`config.mk`:
```
export PLATFORM = sky130hd
export DESIGN_NAME = mem_bist_ctrl
export DESIGN_NICKNAME = d
export VERILOG_FILES = /design/src/rtl/mem_bist_pkg.sv /design/src/rtl/mem_bist_pattern_gen.sv /design/src/rtl/mem_bist_ctrl.sv
export SDC_FILE = /design/constraint.sdc
export NUM_CORES = 1
export LEC_CHECK = 0
export CORE_MARGIN = 2
export CORE_UTILIZATION = 34
export DETAILED_ROUTE_END_ITERATION = 8
export SLEW_MARGIN = 0
export SYNTH_ARGS = -nofsm -noshare
export SYNTH_HDL_FRONTEND = slang
export SYNTH_SLANG_ARGS = --single-unit
```
`constraint.sdc`:
```
create_clock -name clk -period 2.99 [get_ports clk]
set_input_delay 0.7475 -clock clk [delete_from_list [all_inputs] [get_ports clk]]
set_output_delay 0.7475 -clock clk [all_outputs]
set_load 0.05 [all_outputs]
```
`src/rtl/mem_bist_pkg.sv`:
```
// ---------------------------------------------------------------------------
// mem_bist_pkg
// Shared types and helpers for the memory BIST engine.
//   state_e      : controller FSM states
//   pat_e        : test pattern identifiers (index == bit position in pat_sel)
//   pattern_data : expected/write data for a pattern at a given address
//   find_pat     : lowest enabled pattern index at or above a starting index
// Pattern data is produced at a fixed 32-bit width and truncated by the caller,
// so memories up to 32 bits wide are supported.
// ---------------------------------------------------------------------------
package mem_bist_pkg;

    typedef enum logic [2:0] {
        ST_IDLE,
        ST_WR,
        ST_RD,
        ST_RD_WAIT,
        ST_CHK,
        ST_NEXT,
        ST_DONE
    } state_e;

    typedef enum logic [1:0] {
        PAT_ZERO,
        PAT_ADDR,
        PAT_CHKB,
        PAT_ONES
    } pat_e;

    localparam logic [31:0] CHKB_EVEN = 32'h5555_5555;
    localparam logic [31:0] CHKB_ODD  = 32'hAAAA_AAAA;

    function automatic logic [31:0] pattern_data(input pat_e pat, input logic [31:0] addr);
        logic [31:0] d;
        d = '0;
        case (pat)
            PAT_ZERO: d = '0;
            PAT_ADDR: d = addr;
            PAT_CHKB: d = addr[0] ? CHKB_ODD : CHKB_EVEN;
            PAT_ONES: d = '1;
            default:  d = '0;
        endcase
        return d;
    endfunction

    // Result bit 2 flags that an enabled pattern was found; bits 1:0 hold its index.
    // Scanning downwards lets the lowest qualifying index win.
    function automatic logic [2:0] find_pat(input logic [3:0] mask, input logic [2:0] from);
        logic [2:0] r;
        r = '0;
        for (int i = 3; i >= 0; i--) begin
            if (mask[i] && (3'(i) >= from)) begin
                r = {1'b1, 2'(i)};
            end
        end
        return r;
    endfunction

endpackage

```
`src/rtl/mem_bist_pattern_gen.sv`:
```
// ---------------------------------------------------------------------------
// mem_bist_pattern_gen
// Combinational pattern generator shared by the write path (data_in) and the
// check path (expected read data).
// Ports:
//   pat   in  2       pattern index (pat_e encoding)
//   addr  in  ADDR_W  memory address
//   data  out DATA_W  pattern value for that address
// ---------------------------------------------------------------------------
module mem_bist_pattern_gen
    import mem_bist_pkg::*;
#(
    parameter int ADDR_W = 5,
    parameter int DATA_W = 8
) (
    input  logic [1:0]        pat,
    input  logic [ADDR_W-1:0] addr,
    output logic [DATA_W-1:0] data
);

    assign data = DATA_W'(pattern_data(pat_e'(pat), 32'(addr)));

endmodule

```
`src/rtl/mem_bist_ctrl.sv`:
```
// ---------------------------------------------------------------------------
// mem_bist_ctrl
// Memory built-in self-test engine. For each enabled pattern it writes every
// address, then reads each address back and compares against the pattern.
// Ports:
//   clk, rst_n            clock, asynchronous active-low reset
//   start, abort, pat_sel run control and pattern enable mask
//   read, write, addr,    memory interface (single-port synchronous memory)
//   data_in, data_out
//   busy, done, pass      run status
//   err_cnt, cur_pat      saturating mismatch count, active pattern index
// Optional feature (macro MEM_BIST_ERRLOG_EN): fail_addr, fail_data, fail_exp,
// fail_pat capture the first mismatch of a run.
// ---------------------------------------------------------------------------
module mem_bist_ctrl
    import mem_bist_pkg::*;
#(
    parameter int ADDR_W = 5,
    parameter int DATA_W = 8,
    parameter int RD_LAT = 1,
    parameter int ERR_W  = 8
) (
    input  logic              clk,
    input  logic              rst_n,
    input  logic              start,
    input  logic              abort,
    input  logic [3:0]        pat_sel,
    output logic              read,
    output logic              write,
    output logic [ADDR_W-1:0] addr,
    output logic [DATA_W-1:0] data_in,
    input  logic [DATA_W-1:0] data_out,
    output logic              busy,
    output logic              done,
    output logic              pass,
    output logic [ERR_W-1:0]  err_cnt,
    output logic [1:0]        cur_pat
`ifdef MEM_BIST_ERRLOG_EN
    ,
    output logic [ADDR_W-1:0] fail_addr,
    output logic [DATA_W-1:0] fail_data,
    output logic [DATA_W-1:0] fail_exp,
    output logic [1:0]        fail_pat
`endif
);

    // RD_WAIT runs for RD_LAT-1 cycles; the counter's final value ends the wait.
    localparam logic [1:0] WAIT_LAST = (RD_LAT > 1) ? 2'(RD_LAT - 2) : 2'd0;

    state_e            state_q, state_d;
    logic [ADDR_W-1:0] addr_q, addr_d;
    logic [1:0]        cur_pat_q, cur_pat_d;
    logic [3:0]        mask_q, mask_d;
    logic [ERR_W-1:0]  err_cnt_q, err_cnt_d;
    logic [1:0]        wait_q, wait_d;
    logic [DATA_W-1:0] wdata_q, wdata_d;

    logic [DATA_W-1:0] pat_data;
    logic [2:0]        first_pat;
    logic [2:0]        next_pat;
    logic              last_addr;
    logic              mismatch;
    logic              in_run;
    logic              accept_start;
    logic              do_abort;

    mem_bist_pattern_gen #(
        .ADDR_W (ADDR_W),
        .DATA_W (DATA_W)
    ) u_pattern_gen (
        .pat  (cur_pat_q),
        .addr (addr_q),
        .data (pat_data)
    );

    // The mask is captured at start so pattern sequencing is immune to pat_sel changing mid-run.
    assign first_pat    = find_pat(pat_sel, 3'd0);
    assign next_pat     = find_pat(mask_q, {1'b0, cur_pat_q} + 3'd1);
    assign last_addr    = (addr_q == {ADDR_W{1'b1}});
    assign mismatch     = (data_out !== pat_data);
    assign in_run       = state_q inside {ST_WR, ST_RD, ST_RD_WAIT, ST_CHK, ST_NEXT};
    assign accept_start = start && ((state_q == ST_IDLE) || (state_q == ST_DONE));
    assign do_abort     = abort && in_run;

    always_ff @(posedge clk or negedge rst_n) begin
        if (!rst_n) begin
            state_q <= ST_IDLE;
        end else begin
            state_q <= state_d;
        end
    end

    always_comb begin
        state_d = state_q;
        case (state_q)
            ST_IDLE, ST_DONE: if (start) state_d = first_pat[2] ? ST_WR : ST_DONE;
            ST_WR:            if (last_addr) state_d = ST_RD;
            ST_RD:            state_d = (RD_LAT == 1) ? ST_CHK : ST_RD_WAIT;
            ST_RD_WAIT:       if (wait_q == WAIT_LAST) state_d = ST_CHK;
            ST_CHK:           state_d = last_addr ? ST_NEXT : ST_RD;
            ST_NEXT:          state_d = next_pat[2] ? ST_WR : ST_DONE;
            default:          state_d = ST_IDLE;
        endcase
        if (do_abort) state_d = ST_IDLE;
    end

    // Datapath registers; addr only moves on entry to a strobe cycle so it holds otherwise.
    always_comb begin
        addr_d    = addr_q;
        cur_pat_d = cur_pat_q;
        mask_d    = mask_q;
        err_cnt_d = err_cnt_q;
        wait_d    = wait_q;
        wdata_d   = wdata_q;
        if (accept_start) begin
            err_cnt_d = '0;
            mask_d    = pat_sel;
            cur_pat_d = first_pat[1:0];
            if (first_pat[2]) addr_d = '0;
        end else if (!do_abort) begin
            case (state_q)
                ST_WR: begin
                    wdata_d = pat_data;
                    addr_d  = last_addr ? '0 : addr_q + 1'b1;
                end
                ST_RD:      wait_d = '0;
                ST_RD_WAIT: wait_d = wait_q + 2'd1;
                ST_CHK: begin
                    if (mismatch && (err_cnt_q != {ERR_W{1'b1}})) err_cnt_d = err_cnt_q + 1'b1;
                    if (!last_addr) addr_d = addr_q + 1'b1;
                end
                ST_NEXT: begin
                    if (next_pat[2]) begin
                        cur_pat_d = next_pat[1:0];
                        addr_d    = '0;
                    end
                end
                default: ;
            endcase
        end
    end

    always_ff @(posedge clk or negedge rst_n) begin
        if (!rst_n) begin
            addr_q    <= '0;
            cur_pat_q <= '0;
            mask_q    <= '0;
            err_cnt_q <= '0;
            wait_q    <= '0;
            wdata_q   <= '0;
        end else begin
            addr_q    <= addr_d;
            cur_pat_q <= cur_pat_d;
            mask_q    <= mask_d;
            err_cnt_q <= err_cnt_d;
            wait_q    <= wait_d;
            wdata_q   <= wdata_d;
        end
    end

    // Strobes decode straight from the state flop, so an async reset drops them at once.
    always_comb begin
        read  = 1'b0;
        write = 1'b0;
        busy  = in_run;
        done  = 1'b0;
        case (state_q)
            ST_WR:   write = 1'b1;
            ST_RD:   read  = 1'b1;
            ST_DONE: done  = 1'b1;
            default: ;
        endcase
        data_in = (state_q == ST_WR) ? pat_data : wdata_q;
        addr    = addr_q;
        err_cnt = err_cnt_q;
        cur_pat = cur_pat_q;
        pass    = done && (err_cnt_q == '0);
    end

`ifdef MEM_BIST_ERRLOG_EN
    logic [ADDR_W-1:0] fail_addr_q, fail_addr_d;
    logic [DATA_W-1:0] fail_data_q, fail_data_d;
    logic [DATA_W-1:0] fail_exp_q, fail_exp_d;
    logic [1:0]        fail_pat_q, fail_pat_d;

    // err_cnt never decreases within a run, so a zero count marks the first mismatch.
    always_comb begin
        fail_addr_d = fail_addr_q;
        fail_data_d = fail_data_q;
        fail_exp_d  = fail_exp_q;
        fail_pat_d  = fail_pat_q;
        if (accept_start) begin
            fail_addr_d = '0;
            fail_data_d = '0;
            fail_exp_d  = '0;
            fail_pat_d  = '0;
        end else if (!do_abort && (state_q == ST_CHK) && mismatch && (err_cnt_q == '0)) begin
            fail_addr_d = addr_q;
            fail_data_d = data_out;
            fail_exp_d  = pat_data;
            fail_pat_d  = cur_pat_q;
        end
    end

    always_ff @(posedge clk or negedge rst_n) begin
        if (!rst_n) begin
            fail_addr_q <= '0;
            fail_data_q <= '0;
            fail_exp_q  <= '0;
            fail_pat_q  <= '0;
        end else begin
            fail_addr_q <= fail_addr_d;
            fail_data_q <= fail_data_d;
            fail_exp_q  <= fail_exp_d;
            fail_pat_q  <= fail_pat_d;
        end
    end

    assign fail_addr = fail_addr_q;
    assign fail_data = fail_data_q;
    assign fail_exp  = fail_exp_q;
    assign fail_pat  = fail_pat_q;
`endif

endmodule
```
* Word level (Yosys, flattened, before mapping)
Cells that the tools add are included.
** Word-level totals
- Output and inout bits :: 28
- Register bits :: 32
- Input port bits :: 16
** Cells by class
- Bitwise logic cells :: 2
- Magnitude comparators :: 4
- Equality and inequality tests :: 19
- Add/subtract/negate cells :: 4
- Reductions and logical operators :: 27
- Mux-type cells :: 38
** Operators with widths (number)
- two-way mux 8 bit :: 6
- two-way mux 3 bit :: 15
- one-hot mux 8 bit (4 select lines) :: 1
- two-way mux 5 bit :: 6
- one-hot mux 3 bit (6 select lines) :: 1
- one-hot mux 5 bit (3 select lines) :: 1
- != test 3 bit, second input constant :: 4
- AND reduction 3 bit :: 4
- nonzero test 2 bit :: 5
- == test 3 bit, second input constant :: 3
- adder 8 x 1 -> 8 bit, second input constant :: 1
- logical AND 1 bit :: 8
- zero test 8 bit :: 1
- two-way mux 2 bit :: 4
- != test 8 bit, second input constant :: 1
- !== test 8 bit :: 1
- == test 3 x 2 -> 1 bit, second input constant :: 2
- >= comparator 1 x 3 -> 1 bit, first input constant :: 2
- >= comparator 2 x 3 -> 1 bit, first input constant :: 2
- adder 5 x 1 -> 5 bit, second input constant :: 1
- == test 5 bit, second input constant :: 1
- AND reduction 5 bit :: 1
- nonzero test 5 bit :: 1
- == test 2 bit, second input constant :: 2
- other kinds (15) :: 20

* Logic depth before layout (Yosys ltp)
- Depth after elaboration :: 11
- Depth in mapped cells :: 10
- Depth with buffers taken out :: 10

* Cells and area by module
Synthesis repeated with hierarchy kept, for this count alone.
** Unflattened totals
- Cell total of the unflattened synthesis :: 240
- Area total of the unflattened synthesis :: 2188.3 um^2
** Modules (own cells, without submodules)
- mem_bist_ctrl :: area an instance 2107.0 um^2, cells each 224, instances 1, sequential area each 775.7 um^2
- mem_bist_pattern_gen :: area an instance 81.3 um^2, cells each 16, instances 1, sequential area each 0.0 um^2

* Worst setup path before layout
Ideal clock, no wire load.
- Kind :: register to output
- Start point :: register state_q[1]
- End point :: output port pass
- Stages on the path, launching flop included :: 6
- Slack :: -0.689 ns
- Required time :: 2.243 ns
- Data arrival time :: 2.931 ns
- Path through :: dfrtp_1 -> clkbuf_1 -> clkbuf_1 -> and3_1 -> nand4_1 -> nor4_1
** On the way
- Cells in the longest elaborated chain, start to end :: 3
** RTL lines
- start, declared :: RTL line mem_bist_ctrl.sv:50 : state_e state_q, state_d;
- start signal, assigned :: RTL line mem_bist_ctrl.sv:89 : state_q <= state_d;
- == test 3 bit :: RTL line mem_bist_ctrl.sv:167 : case (state_q)
- two-way mux 1 bit :: RTL line mem_bist_ctrl.sv:167
- via done :: RTL line mem_bist_ctrl.sv:34 : output logic done,
- logical AND 1 bit :: RTL line mem_bist_ctrl.sv:177 : pass = done && (err_cnt_q == '0);
- end, declared :: RTL line mem_bist_ctrl.sv:35 : output logic pass,
The timed path passes the listed nets, and every way through them passes these cells.

* Worst setup path in the final report
- Start point :: register state_q[0]
- End point :: output port done
** On the way
- Cells in the longest elaborated chain, start to end :: 2
** RTL lines (RTL line)
- == test 3 bit :: mem_bist_ctrl.sv:167
- two-way mux 1 bit :: mem_bist_ctrl.sv:167
- end, declared :: mem_bist_ctrl.sv:34
Every way passes these cells.

==> impl_metrics.csv <==
group,metric,value,unit
final_layout,multi_input_area,1250,um2
clock_tree,cts.sinks,31,
final_layout,nets,342,
synthesis,synthAdderAreaFrac,2.94,%
hold_path,hold_class,"reg2reg",
place,numPortBuffers,43,
critical_path,start_kind,"register",
global_routing,grt_pass1_wl,10100,um
synthesis,synth.area.top_cells,"dfrtp_1 37%, nand2_1 8.5%, nor2_1 4.4%",
die,die_h,83.1,um
global_routing,grtUsageTotal,17.9,%
synthesis,synth_top_family_by_area,"simple AND/OR/NAND/NOR gates",
global_routing,grt_max_degree,32,
clock_tree,cts_resized,0,
synthesis,synthTopCellsByCount,"48 x nand2_1, 31 x dfrtp_1, 25 x nor2_1",
clock_tree,cts_root_buffer,"clkbuf_8",
synthesis,synth_seq_cells,31,
critical_path,path_class,"reg2out",
place,routabilityCongestion,0.886,
timing,fin_crit,2810,ps
final_layout,utilization,48.1,%
die,num_rows,28,
timing,finalSetupViolCount,0,
timing,rsz0062_at_grt,"no",
synthesis,avgSynthCellArea,7.84,um2
timing,min_period_over_period,94.0,%
synthesis,syn-instance-count,271,
pwr,power_density,1000,nW/um2
flow_run,cap_viol_max_count,0,
critical_path,crit_fanout,8,
place,place_ws,158,ps
clock_tree,clk_pin_slew_worst_paths,60,ps
synthesis,ys_types,53,
drt,vias,2160,
synthesis,postSynthNetCount,292,
final_layout,fill_cells,572,
clock_tree,postCtsSetupBuffers,0,
critical_path,crit_path_start,"state_q[0]",
drt,vias_per_cell,5.44,
pwr,power_leakage,1.26,nW
synthesis,yosysSeqAreaShare,36.5,%
pwr,ir_drop,0.392,mV
final_layout,syn_to_final_growth,35.6,%
synthesis,yosysTopAreaCell,"dfrtp_1",
timing,tightest_slew,499,ps
final_layout,drive_gt1_share,12.1,%
clock_tree,clock_path_buffers,2,
critical_path,slowest_delay,830,ps
critical_path,required,2240,ps
drt,wirelength,5930,um
synthesis,synthArstFlopShare,100,%
place,dp_hpwl,4430,um
final_layout,layout.area.seq,776,um2
global_routing,grt_pass1_vias,2055,
timing,finalSetupTns,0,ps
final_layout,stdcell_count,397,
timing,finalHoldViolCount,0,
timing,hold_ws,479,ps
synthesis,synth-edff-count,0,
drt,first_pass_iters,4,
drt,drc,0,
clock_tree,h-tree-depth,2,
die,io_pins,44,
place,place_inst,389,
synthesis,ys_warn_count,0,
critical_path,worstPathArrival,2060,ps
clock_tree,cts_tree,"yes",
die,dieArea,6900,um2
drt,drt-initial-drc-count,202,
synthesis,synth_top_area_share,36.5,%
synthesis,muxShareOfSynthArea,3.53,%
synthesis,synth_xor_area_share,0.824,%
final_layout,antenna_cells,0,
clock_tree,ctsHoldBuffers,0,
clock_tree,cts_made_buffers,5,
hold_path,min_from,"wdata_q[5]",
clock_tree,worstSkewPairLatency,290,ps
synthesis,synth-compound-area-share,21.1,%
synthesis,synth_most_common_cell,"nand2_1",
critical_path,r2r_start,"addr[0]",
die,start_util,35.5,%
timing,finClkSkew,7.28,ps
die,die_x,83.1,um
drt,routedWlPerCell,14.9,um
timing,worst_slack,180,ps
critical_path,cp_slowest_cell,"clkdlybuf4s50_1",
critical_path,cp-end-kind,"output port",
timing,timing.fmax,0.356,GHz
synthesis,dominantRegCellSynth,"dfrtp_1",
timing,relSlewSlack,66.6,%
die,core-area,5990,um2
critical_path,cp_cell_sequence,"inv_1 > and3_1 > clkdlybuf4s50_1",
timing,drv_slew,0,
drt,drtAntennaViolNets,0,
global_routing,antenna_found_initial,0,
synthesis,synthSimpleGateAreaFrac,29.9,%
synthesis,syn_area,2120,um2
global_routing,grt-ovfl-total,0,
status,status,"finished, final reports clean",
final timing paths:
kind	to	slack (ps)	depth (start not counted)
worst max-delay path	done	180	3
worst min-delay path	wdata_q[5]	480	2
worst max register to register	addr[3]	440	9
worst min register to register	wdata_q[5]	480	2
max in group asynchronous	wdata_q[1]	1830	2
min in group asynchronous	wait_q[1]	860	2
through the flow:
step	total power, mW	area, um2
after floorplan	1.85	2130
after global placement	2.50	2780
after detailed placement	2.52	2780
after CTS	2.89	2880
after global routing	3.10	2880
final	2.88	2880
cell families after synthesis:
logic type,Yosys count
and+or+nand+nor,128
adders and majority gates,5
DFF,31
AOI/OAI and AO/OA,70
buffers and inverters,28
muxes,7
xor gates and xnor gates,2
layout make-up:
class,count,share of cell area (%)
Multi-Input combinational cell,212,43.2
Sequential cell,31,26.9
Timing Repair Buffer,55,21.0
Clock buffer,8,3.47
Tap cell,75,3.26
Inverter,16,2.08
worst max-delay path: cells and delay by family (launching register included):
family                 cells  cell delay [ps]
and+or+nand+nor            1              260
buffers and inverters      2             1050
DFF                        1              480
state kept, by name (all words and copies together), names as in the netlist:
signal and count:
wdata_q 8, addr 5, wait_q 2, cur_pat 2, mask_q 3, state_q 3
err_cnt 8
where the power goes:
group          switching [mW]  internal, mW
Clock                   0.155         0.210
Sequential              0.195         0.549
Combinational            1.09         0.687
Total                    1.44          1.45
layer usage:
metal  vias to the layer above  wire, um  GRT usage (%)
li1                       1077         -              -
met3                         9       282           3.18
met5                         -         0              0
met4                         0       105           5.66
met1                      1003      2730           25.4
met2                        71      2810           27.6
placed cells by master (no fill, tap or decap), types with 2 or more instances in the layout:
master,instances
mux2i_1,3
a211oi_1,2
nand3_1,10
nor2b_1,2
o211ai_1,3
or3_1,2
mux2_2,4
a21oi_1,16
o31ai_1,5
nor4_1,2
and3_1,8
xnor2_1,2
a21o_1,6
nor3b_1,3
buf_4,14
nand4_1,3
o311ai_0,2
dfrtp_1,31
ha_1,5
nor3_1,7
or4_1,3
clkbuf_8,7
o21ai_1,3
clkdlybuf4s50_1,32
nand2b_1,3
a31oi_1,2
inv_1,16
nand2_1,48
o21ai_0,18
buf_12,9
nor2_1,25
No activity file was read; power rests on OpenSTA's default activity.
